$ cat src/rtl/sync_fifo_param.sv
// sync_fifo_param: single-clock FIFO with registered read port, level flags and sticky error flags
module sync_fifo_param #(
  parameter int DATA_WIDTH = 8,
  parameter int DEPTH = 32,
  parameter int ADDR_WIDTH = 5,
  parameter int AF_LEVEL = 28,
  parameter int AE_LEVEL = 4
) (
  input  logic                  Clock,
  input  logic                  Reset,
  input  logic                  Chip_Select,
  input  logic                  Write_Enable,
  input  logic                  Read_Enable,
  input  logic [DATA_WIDTH-1:0] Data,
  input  logic                  Clear_Flags,
  output logic [DATA_WIDTH-1:0] Output,
  output logic                  Output_Valid,
  output logic                  Full,
  output logic                  Empty,
  output logic                  Almost_Full,
  output logic                  Almost_Empty,
  output logic [ADDR_WIDTH:0]   Count,
  output logic                  Overflow,
  output logic                  Underflow
);
  logic [DATA_WIDTH-1:0] mem [DEPTH];
  logic [ADDR_WIDTH-1:0] wr_ptr, rd_ptr;
  logic wr_acc, rd_acc;
  assign Full = Count == (ADDR_WIDTH+1)'(DEPTH);
  assign Empty = Count == '0;
  assign Almost_Full = Count >= (ADDR_WIDTH+1)'(AF_LEVEL);
  assign Almost_Empty = Count <= (ADDR_WIDTH+1)'(AE_LEVEL);
  assign rd_acc = Chip_Select & Read_Enable & ~Empty;
  assign wr_acc = Chip_Select & Write_Enable & (~Full | rd_acc);
  always_ff @(posedge Clock)
    if (wr_acc) mem[wr_ptr] <= Data;
  // When full with both requests, rd_ptr == wr_ptr: the read sees the old word.
  always_ff @(posedge Clock)
    if (Reset) begin
      wr_ptr <= '0;
      rd_ptr <= '0;
      Count <= '0;
      Output <= '0;
      Output_Valid <= 1'b0;
      Overflow <= 1'b0;
      Underflow <= 1'b0;
    end else begin
      if (wr_acc) wr_ptr <= wr_ptr + 1'b1;
      if (rd_acc) begin
        rd_ptr <= rd_ptr + 1'b1;
        Output <= mem[rd_ptr];
      end
      Output_Valid <= rd_acc;
      Count <= (wr_acc & ~rd_acc) ? Count + 1'b1 : (rd_acc & ~wr_acc) ? Count - 1'b1 : Count;
      Overflow <= (Overflow & ~Clear_Flags) | (Chip_Select & Write_Enable & Full & ~rd_acc);
      Underflow <= (Underflow & ~Clear_Flags) | (Chip_Select & Read_Enable & Empty);
    end
endmodule

$ cat config.mk
export PLATFORM = sky130hd
export DESIGN_NAME = sync_fifo_param
export DESIGN_NICKNAME = d
export VERILOG_FILES = /design/src/rtl/sync_fifo_param.sv
export SDC_FILE = /design/constraint.sdc
export NUM_CORES = 1
export LEC_CHECK = 0
export ABC_AREA = 1
export CAP_MARGIN = 20
export CORE_MARGIN = 1
export CORE_UTILIZATION = 39
export DETAILED_ROUTE_END_ITERATION = 10
export PLACE_DENSITY = 0.63
export SYNTH_ARGS = -nofsm -noshare
export SYNTH_HDL_FRONTEND = slang
export SYNTH_SLANG_ARGS = --single-unit
$ cat constraint.sdc
create_clock -name Clock -period 6.46 [get_ports Clock]
set_input_delay 1.292 -clock Clock [delete_from_list [all_inputs] [get_ports Clock]]
set_output_delay 1.292 -clock Clock [all_outputs]
set_load 0.01 [all_outputs]
* Word level (Yosys, flattened, before mapping)
Memories as Yosys holds them, arrays and structs flattened. A register that Yosys moved wholly into a read port is not among the register bits.
Cells that the tools add are included.
** Operators by class
- Add/subtract/negate cells :: 4
- $lt $le $gt $ge :: 2
- Equal/unequal tests :: 1
- Multiplexer cells :: 4
- Bitwise logic cells :: 19
- Reductions and logical operators :: 2
** Operator list (count)
- 6-bit 2-to-1 mux :: 2
- 1-bit AND :: 11
- 5-bit by 1-bit adder with 5-bit output, second input constant :: 2
- 6-bit by 1-bit adder with 6-bit output, second input constant :: 1
- 6-bit equality test, second input constant :: 1
- 6-bit by 5-bit >= comparator with 1-bit output, second input constant :: 1
- 6-bit by 3-bit <= comparator with 1-bit output, second input constant :: 1
- 6-bit zero test :: 1
- 6-bit by 1-bit subtractor with 6-bit output, second input constant :: 1
- 1-bit NOT :: 5
- 1-bit bitwise OR :: 3
- 1-bit 2-to-1 mux :: 2
- 2-bit nonzero test :: 1
** Storage, ports and cells
- Register bits after elaboration :: 19
- RAM bits :: 256
- Output and inout port bits :: 21
- Memories kept :: 1
** Memory list
- mem :: words 32, bits a word 8, rd ports 1, clocked after memory_dff 1, write ports 1, RTL line 26 : logic [DATA_WIDTH-1:0] mem [DEPTH];

* Depth between registers and ports, before layout
Gate-level depths: netlist (run 1).
- Word-level depth :: 9
- Depth in mapped cells :: 17
- Gate-level depth less buffers :: 17

* Least setup slack after synthesis (run 1)
Ideal clock, no wire load.
- Path type :: input -> register
- Start :: in Read_Enable
- End :: reg Count[3]
- Arrival :: 3.003 ns
- Data required time :: 6.344 ns
- Path slack :: 3.341 ns
- Stages on the path :: 12
- Path buffers :: 1
- Cells stage by stage :: nand2_1 inv_1 nand2_1 buf_2 ha_1 inv_1 ha_1 a21oi_1 nand2_1 xor2_1 o21ai_0 inv_1
** Between the ends
- Word-level cells in the longest chain between the ends :: 7
** Ends and longest elaborated chain
- from (decl) :: RTL line 13 : input logic Read_Enable,
- 1-bit AND (*) (2 in series) :: RTL line 33 : assign rd_acc = Chip_Select & Read_Enable & ~Empty;
- 1-bit bitwise OR :: RTL line 34 : assign wr_acc = Chip_Select & Write_Enable & (~Full | rd_acc);
- 1-bit AND :: RTL line 34
- 1-bit NOT :: RTL line 54 : Count <= (wr_acc & ~rd_acc) ? Count + 1'b1 : (rd_acc & ~wr_acc) ? Count - 1'b1 : Count;
- 1-bit AND :: RTL line 54
- 2-bit nonzero test (no line)
- to (signal assigned) :: RTL line 54
- to (decl) :: RTL line 22 : output logic [ADDR_WIDTH:0] Count,
Mark *: on every way between the ends. The rest lies on a longest branch, timed or not.
A chain may end at the register's enable or synchronous reset.

* Final worst setup path (run 1)
- Start :: in Chip_Select
- End :: reg Count[3]
** Between the ends
- Word-level cells in the longest chain between the ends :: 7
** Ends and longest elaborated chain
- from (decl) :: RTL line 11 : input logic Chip_Select,
- 1-bit AND (2 in series) :: RTL line 33
- 1-bit bitwise OR :: RTL line 34
- 1-bit AND :: RTL line 34
- 1-bit NOT :: RTL line 54
- 1-bit AND :: RTL line 54
- 2-bit nonzero test (no line)
Several ways; a longest one is shown, not always the timed one.

==> run_results.csv, run 1 <==
group,metric,value,unit
clock_tree,clk_latency,540,ps
global_routing,grt_start_max_net_pins,97,
synthesis,synthFlopType,"edfxtp_1",
placement,place_hpwl,17200,um
synthesis,syn_inst,1191,
clock_tree,cts.repair.resized,0,
critical_path,setup.worst_path.start,"Chip_Select",
routing,drtIter0Drc,798,
sta,drv_slew,0,
global_routing,grt_first_pass_wirelength,44000,um
power_and_ir_drop,clockPowerShare,36.4,%
flow_run,cap_violations,0,
floorplanning,die_w,179,um
clock_tree,cts_root_buf,"clkbuf_16",
clock_tree,clkTransAtPathRegs,60,ps
power_and_ir_drop,netSwitchingPower,1110,uW
synthesis,synth_edf_count,256,
floorplanning,rows,64,
critical_path,worstSetupPathType,"in -> reg",
sta,hold_violations,0,
synthesis,synth_top_area_cell,"edfxtp_1",
global_routing,grt_util_all_layers,18.4,%
critical_path,timing.rr.start,"rd_ptr[0]",
finish,areaGrowthSynthToFinish,12.6,%
synthesis,avgSynthCellArea,10.2,um2
routing,wirelength,28500,um
floorplanning,dieHeight,179,um
synthesis,synth_area_leaders,"edfxtp_1, nand2_1, nand3_1",
clock_tree,clock_sinks,283,
synthesis,ys_types,32,
synthesis,yosys_warnings,0,
routing,viasPerCell,5.00,
sta,rsz0062_at_grt,"false",
clock_tree,hold_buffers,0,
synthesis,synth_top_cell_area_share,63.0,%
synthesis,seq_area_frac_synth,67.4,%
clock_tree,cts_buffer_depth,3,
floorplanning,die_area,32000,um2
finish,finalNonFillerCells,1633,
power_and_ir_drop,p_per_area,310,nW/um2
sta,finClkSkew,8.77,ps
placement,place_congestion,0.810,
critical_path,end_kind,"register",
sta,finalCritPeriodShare,53.5,%
critical_path,critPathArrivalTime,3900,ps
floorplanning,start_util,39.8,%
sta,slew_headroom,30.6,%
placement,io_buffers,34,
routing,routedWlPerCell,17.5,um
global_routing,antenna_found_initial,0,
routing,drtPass1Iterations,5,
global_routing,grt_pass1_vias,7788,
finish,n_antenna_cell,0,
synthesis,async_flop_share,0,%
placement,post-place-cells,1580,
finish,drive_gt1_share,5.34,%
outcome,status,"finished clean",
routing,vias,8171,
sta,fin_setup_tns,0,ps
sta,period_minus_slack,3460,ps
sta,tightest_slew,1040,ps
power_and_ir_drop,ir_drop,0.000152,V
floorplanning,io_pins,35,
global_routing,grt_overflow,0,
sta,setup_violations,0,
clock_tree,cts_buffers,28,
clock_tree,htree_levels,1,
finish,final_common_cell,"nand2_1",
power_and_ir_drop,power_frac_comb,14.8,%
critical_path,cp_data_required_time,6900,ps
synthesis,ys_ff_latch,283,
power_and_ir_drop,switching_share,26.2,%
hold_path,hold_path_class,"reg -> reg",
synthesis,syn-num-nets,1216,
hold_path,hp-start,"Underflow",
finish,layout_common_cells,"nand2_1, edfxtp_1, nand3_1",
floorplanning,placeableCoreArea,30700,um2
routing,drc_errors,0,
routing,ant_nets,0,
clock_tree,cts_tree,"built",
clock_tree,cts_setup_buffers,0,
critical_path,critPathMaxFanout,16,
power_and_ir_drop,p_int,3140,uW
power_and_ir_drop,power_leakage,0.00534,uW
critical_path,critPathLaunchType,"input pin",
synthesis,synth_area,12200,um2
sta,fmaxAchievable,289,MHz
finish,nets,1240,
power_and_ir_drop,sequentialPowerShare,48.8,%
## worst max-delay path, stage by stage
cell and delay [ps]:
clkdlybuf4s50_1 470, nand2_1 100, inv_1 90, nand2_1 360, ha_1 390, inv_1 180, ha_1 320, a21oi_1 250
nand2_1 110, xor2_1 150, o21ai_0 140, inv_1 50
## cell usage after synthesis (5+ instances only)
| master | number |
|---|---|
| o21ai_0 | 20 |
| edfxtp_1 | 256 |
| a21oi_1 | 39 |
| nor2_1 | 89 |
| buf_2 | 33 |
| nand3_1 | 162 |
| nand2_1 | 370 |
| ha_1 | 10 |
| nor3_1 | 5 |
| clkbuf_1 | 10 |
| inv_1 | 131 |
| buf_4 | 8 |
| dfxtp_1 | 27 |
## final cells by class
cell class | count | area, um2
tap | 396 | 495
multi-input combinational | 718 | 3180
timing repair buffer | 48 | 438
inverter | 136 | 514
fill | 2805 | 16900
sequential | 283 | 8230
clock buffer | 41 | 801
clock inverter | 11 | 72.6
## final timing paths
kind,endpoint,slack [ps],depth (start not counted)
worst max-delay path,Count[3],3000,12
worst min-delay path,Underflow,470,2
worst max register to register,Output[0],3310,10
worst min register to register,Underflow,470,2
## kinds of logic after synthesis
logic type,Yosys count,share of synthesized area [%]
flip-flops,283,67.4
buffers and inverters,190,6.51
adder cells (fa/ha/maj),11,1.19
AO/OA/AOI/OAI,64,2.73
AND/OR/NAND/NOR,637,21.7
XOR/XNOR,6,0.431
## state kept, by name (all words and copies together) (netlist names)
register and count:
Overflow 1, wr_ptr 5, Underflow 1, rd_ptr 5
Output_Valid 1, Output 8, mem 256, Count 6
## metrics by stage
stage / setup slack (ps) / hold slack [ps] / instance area, um2 / utilization, % / power [uW]
4_1_cts: 3000 / 468 / 13700 / 44.8 / 4280
2_1_floorplan: 3340 / 487 / 12200 / - / 2530
5_1_grt: 2700 / 501 / 13700 / 44.8 / 4440
3_3_place_gp: 2550 / 453 / 12900 / 41.9 / 2740
3_5_place_dp: 2450 / 457 / 12900 / 41.9 / 2750
6_report: 3000 / 467 / 13700 / 44.8 / 4250
## power groups by stage
| stage | clock network [uW] | registers [uW] | logic [uW] |
|---|---|---|---|
| final | 1550 | 2070 | 631 |
| after global routing | 1650 | 2080 | 715 |
| after CTS | 1570 | 2070 | 636 |
| after detailed placement | 0 | 2110 | 632 |
| after global placement | 0 | 2110 | 623 |
| after floorplan | 0 | 2100 | 430 |
## layer usage
metal	vias up	track usage (%)	routed length, um
met2	274	30.2	13700
met5	-	0	0
met4	0	6.67	830
met3	46	2.46	1890
li1	3981	-	-
met1	3870	24.8	12100
(Power assumes the default switching activity.)
==> inputs of run 2 (changes only) <==
- PLACE_DENSITY: 0.63 -> 0.65
- clock period: 6.46 -> 3.1 ns (I/O delays scaled with it)
==> run_results.csv, run 2 (synthesized netlist as in run 1, its figures left out) <==
group,metric,value,unit
finish,drive_gt1_share,8.63,%
routing,routedWlPerCell,16.9,um
clock_tree,cts_buffers,30,
placement,place_hpwl,17200,um
finish,seq_area,8230,um2
finish,largest_reg_flops,256,
sta,slew_headroom,49.8,%
floorplanning,die_w,179,um
floorplanning,placeableCoreArea,30700,um2
sta,rsz0062_at_grt,"false",
finish,final_common_cell,"nand2_1",
global_routing,grt_overflow,0,
routing,wirelength,28200,um
finish,nFillCells,2834,
flow_run,cap_violations,0,
critical_path,end_kind,"register",
finish,multi_input_area,3180,um2
clock_tree,cts_root_buf,"clkbuf_16",
floorplanning,io_pins,35,
sta,hold_violations,0,
clock_tree,cts_setup_buffers,0,
sta,timing.hold.ws,468,ps
sta,fmaxAchievable,374,MHz
power_and_ir_drop,p_per_area,655,nW/um2
global_routing,grt_pass1_vias,8014,
sta,tightest_slew,754,ps
global_routing,antenna_found_initial,1,
sta,drv_slew,0,
outcome,status,"finished clean",
finish,top_register,"mem",
sta,setup_violations,0,
routing,drtIter0Drc,913,
floorplanning,die_area,32000,um2
finish,top_regs,"mem: 256 flops, Output: 8 flops, Count: 6 flops",
sta,finalCritPeriodShare,86.2,%
clock_tree,cts.repair.resized,0,
routing,vias,8288,
power_and_ir_drop,ir_drop,0.000441,V
global_routing,grt_first_pass_wirelength,44400,um
clock_tree,hold_buffers,0,
critical_path,critPathArrivalTime,3120,ps
routing,drtPass1Iterations,6,
floorplanning,dieHeight,179,um
sta,fin_setup_tns,0,ps
floorplanning,rows,64,
routing,viasPerCell,4.96,
finish,areaGrowthSynthToFinish,15.9,%
critical_path,critPathLaunchType,"register",
routing,ant_nets,0,
finish,nets,1275,
power_and_ir_drop,power_leakage,0.00559,uW
clock_tree,clk_latency,550,ps
placement,place_congestion,0.884,
clock_tree,cts_buffer_depth,3,
sta,period_minus_slack,2670,ps
critical_path,worstSetupPathType,"reg -> reg",
hold_path,hold_path_class,"reg -> reg",
clock_tree,clock_sinks,283,
clock_tree,clkTransAtPathRegs,60,ps
critical_path,critPathMaxFanout,10,
global_routing,grt_start_max_net_pins,139,
global_routing,grt_util_all_layers,18.3,%
sta,finClkSkew,8.71,ps
finish,layout_common_cells,"nand2_1, edfxtp_1, nand3_1",
routing,drc_errors,0,
clock_tree,htree_levels,1,
clock_tree,cts_tree,"built",
critical_path,cp_data_required_time,3540,ps
placement,io_buffers,34,
floorplanning,start_util,39.8,%
finish,n_antenna_cell,0,
-- run 2: path summary, 6_finish.rpt --
| path | startpoint | end | slack [ps] | cells after the start |
|---|---|---|---|---|
| max reg2reg | Count[0] | Count[3] | 430 | 14 |
| min | Output[5] | Output[5] | 470 | 2 |
| min reg2reg | Output[5] | Output[5] | 470 | 2 |
| max | Count[0] | Count[3] | 430 | 14 |
-- run 2: through the flow --
step / cells / util (%) / setup slack [ps] / total power [uW] / cell area (um2)
after floorplan: 1191 / - / 623 / 5260 / 12200
after global placement: 1614 / 42.8 / 159 / 5720 / 13100
after detailed placement: 1614 / 42.8 / 119 / 5730 / 13100
after CTS: 1670 / 46.1 / 431 / 9330 / 14100
after global routing: 1670 / 46.1 / 105 / 9650 / 14100
final: 1670 / 46.1 / 427 / 9260 / 14100
-- run 2: power by group --
part	internal, uW	switching, uW
registers	4220	60.5
logic	480	892
clock network	2160	1450
-- run 2: final cells by class --
| cell class | instances | share of cell area (%) |
|---|---|---|
| multi-input combinational | 718 | 22.5 |
| tap | 396 | 3.51 |
| timing repair buffer | 81 | 4.99 |
| sequential | 283 | 58.2 |
| clock buffer | 35 | 5.59 |
| clock inverter | 21 | 1.54 |
| inverter | 136 | 3.64 |
-- run 2: worst max-delay path, stage by stage (launching register included) --
cell,delay (ps)
dfxtp_1,390
nor2_2,170
nand3_1,120
nor3_4,180
nand2_2,90
nand2_4,130
inv_4,80
ha_1,230
inv_1,160
ha_1,320
a21oi_1,250
nand2_1,100
xor2_1,150
o21ai_0,140
inv_1,50
-- run 2: layer usage --
layer / GRT usage (%) / wire length [um] / vias up
li1: - / - / 4052
met1: 24.8 / 12200 / 3940
met2: 29.8 / 13400 / 242
met3: 2.93 / 1830 / 54
met4: 5.79 / 818 / 0
met5: 0 / 0 / -
